--- src/rtl/button_conditioner.sv ---
`default_nettype none
// ============================================================================
// Module      : button_conditioner
// Description : Debounces four raw push-button levels (Start, Red, Green,
//               Blue) and turns each accepted press into a single-cycle
//               registered pulse for a downstream code detector. A Start
//               pulse wins over any colour pulse qualifying in the same
//               cycle; those colour pulses are dropped.
//               Optional macro BUTTON_SYNC_EN inserts a 2-flop synchroniser
//               in front of each channel's stability counter.
// Revision    : 1.0 - initial release
// ============================================================================
module button_conditioner #(
   parameter int DEBOUNCE_CYCLES = 16
) (
   input  logic Clk,
   input  logic Rst,
   input  logic StartBtn,
   input  logic RedBtn,
   input  logic GreenBtn,
   input  logic BlueBtn,
   output logic Start,
   output logic Red,
   output logic Green,
   output logic Blue
);

   // Channel index map: 0 = Start, 1 = Red, 2 = Green, 3 = Blue
   localparam int          c_NCH  = 4;
   localparam logic [15:0] c_LAST = 16'(DEBOUNCE_CYCLES - 1);

   logic [c_NCH-1:0] w_raw;
   logic [c_NCH-1:0] w_sample;
   logic [c_NCH-1:0] w_qual;

   assign w_raw = {BlueBtn, GreenBtn, RedBtn, StartBtn};

`ifdef BUTTON_SYNC_EN
   logic [c_NCH-1:0] r_sync1;
   logic [c_NCH-1:0] r_sync2;

   // Two-flop synchroniser bringing the asynchronous button levels into Clk
   always_ff @(posedge Clk or negedge Rst) begin
      if (!Rst) begin
         r_sync1 <= '0;
         r_sync2 <= '0;
      end else begin
         r_sync1 <= w_raw;
         r_sync2 <= r_sync1;
      end
   end

   assign w_sample = r_sync2;
`else
   // Stimulus is already synchronous to Clk: feed the counters directly
   assign w_sample = w_raw;
`endif

   generate
      for (genvar g = 0; g < c_NCH; g++) begin : g_ch
         logic [15:0] r_cnt;
         logic        r_deb;
         logic        w_diff;
         logic        w_done;

         assign w_diff = (w_sample[g] != r_deb);
         // The counter only ever reaches DEBOUNCE_CYCLES-1; the next
         // differing cycle is the accepting one, so it never wraps.
         assign w_done = w_diff && (r_cnt == c_LAST);
         // Only a rising acceptance (0 -> 1) qualifies for a pulse
         assign w_qual[g] = w_done && w_sample[g];

         // Stability counter and debounced state for this channel
         always_ff @(posedge Clk or negedge Rst) begin
            if (!Rst) begin
               r_cnt <= '0;
               r_deb <= 1'b0;
            end else if (!w_diff) begin
               r_cnt <= '0;
            end else if (w_done) begin
               r_deb <= ~r_deb;
               r_cnt <= '0;
            end else begin
               r_cnt <= r_cnt + 16'd1;
            end
         end
      end
   endgenerate

   // Registered pulses; Start suppresses colour pulses of the same cycle
   always_ff @(posedge Clk or negedge Rst) begin
      if (!Rst) begin
         Start <= 1'b0;
         Red   <= 1'b0;
         Green <= 1'b0;
         Blue  <= 1'b0;
      end else begin
         Start <= w_qual[0];
         Red   <= w_qual[1] & ~w_qual[0];
         Green <= w_qual[2] & ~w_qual[0];
         Blue  <= w_qual[3] & ~w_qual[0];
      end
   end

endmodule
`default_nettype wire

--- config.mk ---
export PLATFORM = sky130hd
export DESIGN_NAME = button_conditioner
export DESIGN_NICKNAME = d
export VERILOG_FILES = /design/src/rtl/button_conditioner.sv
export SDC_FILE = /design/constraint.sdc
export NUM_CORES = 1
export LEC_CHECK = 0
export CORE_AREA = 2 2 87 89
export DETAILED_ROUTE_END_ITERATION = 6
export DIE_AREA = 0 0 89 91
export GPL_TIMING_DRIVEN = 0
export HOLD_SLACK_MARGIN = 0.05
export PLACE_DENSITY = 0.66
export REMOVE_ABC_BUFFERS = 1
export SETUP_SLACK_MARGIN = 0.5
export SLEW_MARGIN = 15
export SYNTH_ARGS = -nofsm -noshare
export SYNTH_HDL_FRONTEND = slang
export SYNTH_SLANG_ARGS = --single-unit
--- constraint.sdc ---
create_clock -name Clk -period 2.1 [get_ports Clk]
set_clock_uncertainty 0.2 [all_clocks]
set_input_delay 0.525 -clock Clk [delete_from_list [all_inputs] [get_ports Clk]]
set_output_delay 0.525 -clock Clk [all_outputs]
set_load 0.1 [all_outputs]
==> metrics.md, run 1 <==
| Metric | Value |
|---|---|
| Status | finished clean |
| CTS tree | built |
| Layout cells sized above 1 | 41.3% |
| Aggregate global-route resource usage | 20.1% |
| Achievable Freq | 575 MHz |
| Worst-Margin Slew | 483 ps |
| Top-area cell type share of the netlist area | 51.8% |
| Slew HR | 67.8% |
| Die Area | 8100 um2 |
| Pre-CTS WS | -87.6 ps |
| Placed Area | 3660 um2 |
| Min Tclk post-route | 1740 ps |
| # setup viols final | 0 |
| Worst vdd ir | 0.473 mV |
| RSZ-0062 raised after global routing | true |
| Clock Sinks | 72 |
| Critical Path Fanout Max | 4 |
| Combinational family with the most area after synthesis | simple AND/OR/NAND/NOR gates |
| Flop pwr share | 50.9% |
| Antenna-violating nets left | 0 |
| CTS clk-pin slew, worst paths | 80 ps |
| Static leakage | 2.11 nW |
| Clk_lat worst skew | 350 ps |
| Routability congestion estimate | 0.815 |
| IO buf count | 9 |
| Sequential share of the synthesized area | 51.8% |
| WP data required | 2130 ps |
| Reg-to-reg setup timing slack | 360 ps |
| # Max-Cap Violations | 0 |
| Final #Nets | 405 |
| Post-synthesis cell count | 330 |
| Slew Limit Fails | 0 |
| Drt total wl | 8.28 mm |
| Hold WC Path Type | flop to flop |
| Sw Ratio | 25.6% |
| Net Sw Power | 0.743 mW |
| Cell row count | 31 |
| Mapped Area | 3480 um2 |
| Comb pwr share | 11.0% |
| Vias in the first global route | 2641 |
| GRT overflow | 0 |
| Core Area | 7140 um2 |
| Cell-internal power | 2.16 mW |
| Largest net degree at the start of global routing | 41 |
| Drt first-iter violations | 74 |
| Adder-Cell Fraction of Synth Area | 1.44% |
| Mux contribution to synthesized area | 1.29% |
| Die height | 91 um |
| YS warnings | 0 |
| Root buffer cell | clkbuf_8 |
| Initial antenna violation count | 0 |
| Critical Path Source Type | flop |
| Synth Area in XOR/XNOR | 15.1% |
| Post-synth cell types | 26 |
| H-tree depth | 3 |
| Chip width | 89 um |
| Starting Density | 48.8% |
| Cells after DPL | 432 |
| Vias | 2761 |
| First-pass iteration count of the detailed router | 4 |
| Clk buf depth | 2 |
| I/O pins | 10 |
| Power density over cell area | 591 nW/um2 |
| Non-filler cells in the finished layout | 499 |
| Power share of the clock group | 38.1% |
| Area grow syn2layout | 40.9% |
| Compound-cell area share of the yosys netlist | 0% |
| CP Capture Type | flop |
| CTS buffer count | 9 |
| # DRC | 0 |
| Fin crit share | 82.9% |
| Syn_area_per_cell | 10.5 um2 |
| Synth Area in Simple Gates | 28.4% |
| Setup ws final | 360 ps |
| Hold Violations, Final | 0 |
| Top post-synthesis cells by area | dfrtp_1 (52%), xnor2_1 (8.3%), xor2_1 (6.8%) |
| WL/cell | 16.6 um |
| Worst EP arrival | 1770 ps |
| #FFs+latches synth | 72 |
| Vias per std cell | 5.53 |
| First-pass GRT wire length | 12.8 mm |
| Setup TNS | 0 ps |
| WS Path Type | flop to flop |
| Fin area | 4910 um2 |
| Post-DP HPWL | 4.04 mm |
| Synth area leader | dfrtp_1 |
| Ant diodes | 0 |
==> per-stage QoR <==
step	total power, mW	util (%)	hold WS, ps
2_1_floorplan	1.58	-	29.4
4_1_cts	2.85	61.6	321
3_5_place_dp	1.66	51.3	273
6_report	2.90	68.7	342
3_3_place_gp	1.65	51.1	264
5_1_grt	3.04	68.7	372
==> power groups by stage <==
stage	Sequential [mW]	Clock [mW]	Combinational, mW
after global routing	1.48	1.20	0.355
after floorplan	1.49	0	0.0896
after detailed placement	1.50	0	0.159
final	1.48	1.10	0.320
after global placement	1.50	0	0.151
after CTS	1.47	1.12	0.255
==> flip-flops by register name, summed over array words and instances, names as in the netlist <==
signal	flops
g_ch.r_cnt	64
g_ch.r_deb	4
Blue	1
Green	1
Red	1
Start	1
==> routing by layer <==
metal / wire length [um] / vias up / global-route usage (%) / share of wire [%]
met5: 0 / - / 0 / 0
met4: 243 / 0 / 8.46 / 2.9
met3: 340 / 21 / 4.82 / 4.1
met2: 4250 / 61 / 30.9 / 51
met1: 3440 / 1385 / 27.1 / 42
li1: - / 1294 / - / -
==> critical path, cell delays in order (launching register included) <==
cell and delay (ps):
dfrtp_1 450, nor4_4 320, nand4_1 200, nor3b_4 260, buf_6 150, nor4b_2 50
==> cells in the final DEF (no fill, tap or decap), types with 3 or more instances in the layout <==
| cell type | count |
|---|---|
| buf_12 | 3 |
| nor3_1 | 5 |
| nand2_1 | 10 |
| nor2_2 | 9 |
| and3_4 | 7 |
| nand3_1 | 13 |
| nand2_8 | 5 |
| and4_1 | 6 |
| xor2_1 | 23 |
| buf_6 | 6 |
| clkbuf_8 | 10 |
| nor2_1 | 54 |
| nand2_4 | 3 |
| dfrtp_1 | 50 |
| dfrtp_2 | 22 |
| nand4_1 | 23 |
| ha_2 | 3 |
| nand4_4 | 3 |
| mux2_2 | 3 |
| xnor2_1 | 33 |
| buf_8 | 3 |
| nor4_2 | 5 |
| nor4b_2 | 3 |
| nor3_2 | 4 |
| buf_4 | 40 |
| inv_1 | 6 |
| nor4_4 | 18 |
==> cell usage after synthesis, drive strengths merged <==
cell type,n
dfrtp,72
nor2,64
xnor2,33
xor2,27
nand4,26
nor4,24
nand2,16
nand3,16
and3,9
nor3,9
and4,6
buf,6
inv,6
ha,4
mux2,4
nor4b,3
or3,2
and2,1
clkbuf,1
nor3b,1
==> path summary, 6_finish.rpt <==
kind,startpoint,cells after the start,end
max reg2reg,g_ch[0].r_cnt[10],5,Blue
min,g_ch[2].r_deb,1,Green
max,g_ch[0].r_cnt[10],5,Blue
max in group asynchronous,Rst,3,g_ch[1].r_cnt[6]
min in group asynchronous,Rst,2,g_ch[1].r_deb
min reg2reg,g_ch[2].r_deb,1,Green
==> what timing repair did <==
item | in CTS | in global routing
cloned | 3 | 1
setup buffers | 30 | 16
pin swaps | 22 | 33
gates resized for setup | 87 | 69
hold buffers | 1 | 0
hold endpoints to repair | 32 | 0
endpoints found under the setup margin | 74 | 76
==> cell families after synthesis <==
| family | after synthesis |
|---|---|
| simple gates | 177 |
| flops | 72 |
| xor+xnor | 60 |
| buf+inv | 13 |
| mux | 4 |
| fa+ha+maj | 4 |
==> layout make-up <==
type,instances,area (um2)
fillers,516,2230
clock inverters,5,56.3
inverters,6,22.5
repair buffers,57,528
flip-flops and latches,72,1830
well taps,99,124
clock buffers,11,141
multi-input cells,249,2200
Note: power is estimated with default switching activity, not from simulation.
==> inputs of run 2 (changes only) <==
==> constraint.sdc (replaced) <==
create_clock -name Clk -period 1.7 [get_ports Clk]
set_clock_uncertainty 0.2 [all_clocks]
set_input_delay 0.425 -clock Clk [delete_from_list [all_inputs] [get_ports Clk]]
set_output_delay 0.425 -clock Clk [all_outputs]
set_load 0.1 [all_outputs]
==> run 2 against run 1 <==
The flow now finishes with violations (hold timing, setup timing). Worst hold slack worse by 550 ps. Setup slack worse by 430 ps. Die area unchanged. Critical path depth up 2. First-iteration DRC count up 80%. Sequential power up 24%. Cell area up 14%. Via count up 8.6%. Sequential share of layout area down 4.4 points. Non-clock buffer count up 27. Global-route usage up 4.7 points. Highest routed layer unchanged. Register-to-register slack worse by 430 ps.
==> metrics.md, run 2 (synthesis results as in run 1) <==
| Metric | Value |
|---|---|
| Min Tclk post-route | 1770 ps (+26.6 ps) |
| CTS clk-pin slew, worst paths | 80 ps (about the same) |
| Fin area | 5570 um2 (+14%) |
| IO buf count | 9 (unchanged) |
| WL/cell | 19.8 um (+19%) |
| Antenna-violating nets left | 0 (unchanged) |
| Worst vdd ir | 0.626 mV (+32%) |
| FILL cells | 419 (-19%) |
| Clk_lat worst skew | 360 ps (about the same) |
| Critical Path Fanout Max | 7 (+3) |
| Clk buf depth | 2 (unchanged) |
| Slew HR | 70.0% (+2.3 points) |
| WS Path Type | flop to flop |
| CTS tree | built |
| Placed Area | 3660 um2 (unchanged) |
| Worst EP arrival | 1820 ps (+50 ps) |
| Starting Density | 48.8% (unchanged) |
| Core Area | 7140 um2 (unchanged) |
| Worst reg2reg path depth | 7 (+2) |
| Hold slack final | -206 ps (-548 ps) |
| Routability congestion estimate | 0.815 (unchanged) |
| Commonest non-fill, non-tap cell in the layout | buf_4 |
| Static leakage | 2.27 nW (+7.3%) |
| Critical Path Source Type | flop |
| Worst flop-to-flop path endpoint | g_ch[2].r_cnt[10] |
| Biggest regs | g_ch.r_cnt x64, g_ch.r_deb x4 |
| Power density over cell area | 676 nW/um2 (+14%) |
| GRT overflow | 0 (unchanged) |
| Final #Nets | 432 (+6.7%) |
| Slew Limit Fails | 0 (unchanged) |
| WP data required | 1760 ps (-370 ps) |
| Hold Violations, Final | 32 (+32) |
| H-tree depth | 3 (unchanged) |
| Die Area | 8100 um2 (unchanged) |
| Most frequent cells in the layout | buf_4 (60), dfrtp_1 (47), nor2_4 (32) |
| I/O pins | 10 (unchanged) |
| Largest net degree at the start of global routing | 41 (unchanged) |
| Worst-Margin Slew | 449 ps (-34.1 ps) |
| CP Capture Type | flop |
| Crit-path most repeated cell | buf_6 |
| CP Buf/Inv Count | 2 (+1) |
| # setup viols final | 42 (+42) |
| Achievable Freq | 566 MHz (-1.5%) |
| Die height | 91 um (unchanged) |
| Setup ws final | -67.0 ps (-427 ps) |
| Fin util | 78.0% (+9.3 points) |
| Area grow syn2layout | 60.0% |
| Vias per std cell | 5.70 (+3.0%) |
| Slowest cell on crit path | dfrtp_1 |
| Layout cells sized above 1 | 59.7% (+18 points) |
| Vias in the first global route | 3135 (+19%) |
| Drt total wl | 10.4 mm (+26%) |
| Reg-to-reg setup timing slack | -70 ps (-430 ps) |
| Max incr delay on CP | 370 ps (-80 ps) |
| Clock Sinks | 72 (unchanged) |
| Chip width | 89 um (unchanged) |
| Ant diodes | 0 (unchanged) |
| # DRC | 0 (unchanged) |
| Drt first-iter violations | 133 (+80%) |
| Initial antenna violation count | 0 (unchanged) |
| FF-to-FF Start | g_ch[2].r_cnt[1] |
| Failing checks | hold timing, setup timing |
| Status | finished, violations left |
| Vias | 2999 (+8.6%) |
| Fin crit share | 104% (+21 points) |
| Largest reg by FF count | g_ch.r_cnt |
| First-pass iteration count of the detailed router | 4 (unchanged) |
| First-pass GRT wire length | 15.4 mm (+21%) |
| Hold WC Path Type | primary input to async pin |
| CP Cell Sequence | ha_2 > and3_4 > nand4_1 > buf_6 > buf_6 > nand2_8 > nor2_1 |
| RSZ-0062 raised after global routing | true |
| Root buffer cell | clkbuf_8 |
| # Max-Cap Violations | 0 (unchanged) |
| Aggregate global-route resource usage | 24.8% (+4.7 points) |
| Post-DP HPWL | 4.04 mm (unchanged) |
| Number of flip-flops in the largest register | 64 (unchanged) |
| CTS buffer count | 9 (unchanged) |
| Cell row count | 31 (unchanged) |
| Critical path's top delay family | simple AND/OR/NAND/NOR gates |
==> run 2: cell type report <==
class,instances,area (um2),share of cell area [%]
repair buffers,84,783,14.1
well taps,99,124,2.22
flip-flops and latches,72,1830,32.9
clock inverters,5,56.3,1.01
clock buffers,11,141,2.54
inverters,6,22.5,0.404
multi-input cells,249,2610,46.8
==> run 2: where the power goes <==
part	leakage, nW	switching [mW]	internal, mW	total [mW]
clock	0.0993	0.675	0.716	1.39
combinational	1.22	0.304	0.241	0.544
sequential	0.945	0.0693	1.76	1.83
total	2.27	1.05	2.72	3.77
==> run 2: layer usage <==
layer | routed length, um | share of wire, % | up-vias | track usage, %
li1 | - | - | 1345 | -
met1 | 4130 | 40 | 1533 | 30.4
met2 | 5480 | 53 | 91 | 41.1
met3 | 459 | 4.4 | 30 | 4.91
met4 | 338 | 3.2 | 0 | 12.1
met5 | 0 | 0 | - | 0
==> run 2: through the flow <==
step	cells	TNS (ps)	hold slack, ps	total power [mW]	setup slack (ps)
floorplan	323	0	-70.6	1.95	26.3
global placement	431	-192120	264	2.04	-2430
finish	526	-1540	-206	3.77	-67.0
CTS	509	-144	-183	3.65	-39.4
global route	526	-3930	-177	3.91	-122
detailed placement	432	-18430	195	2.05	-388
==> run 2: worst max-delay path by stage <==
stage                     cells after the start                end         startpoint
final                                         7  g_ch[2].r_cnt[10]   g_ch[2].r_cnt[1]
after global placement                        1  g_ch[1].r_cnt[10]                Rst
after detailed placement                      1               Blue               Blue
after global routing                          5               Blue   g_ch[0].r_cnt[4]
after floorplan                               5  g_ch[3].r_cnt[10]   g_ch[3].r_cnt[0]
after CTS                                     4               Blue  g_ch[0].r_cnt[15]
==> run 2: worst reg2reg max path, stage by stage (launching register included) <==
cell	delay (ps)
dfrtp_1	370
ha_2	220
and3_4	220
nand4_1	160
buf_6	190
buf_6	130
nand2_8	120
nor2_1	50
==> run 2: timing repair <==
| item | in CTS | in global routing |
|---|---|---|
| pin swaps | 58 | 54 |
| endpoints found under the setup margin | 76 | 76 |
| gates cloned | 4 | 0 |
| gates resized for setup | 187 | 79 |
| buffers inserted | 57 | 17 |
| endpoints found under the hold margin | 32 | 32 |
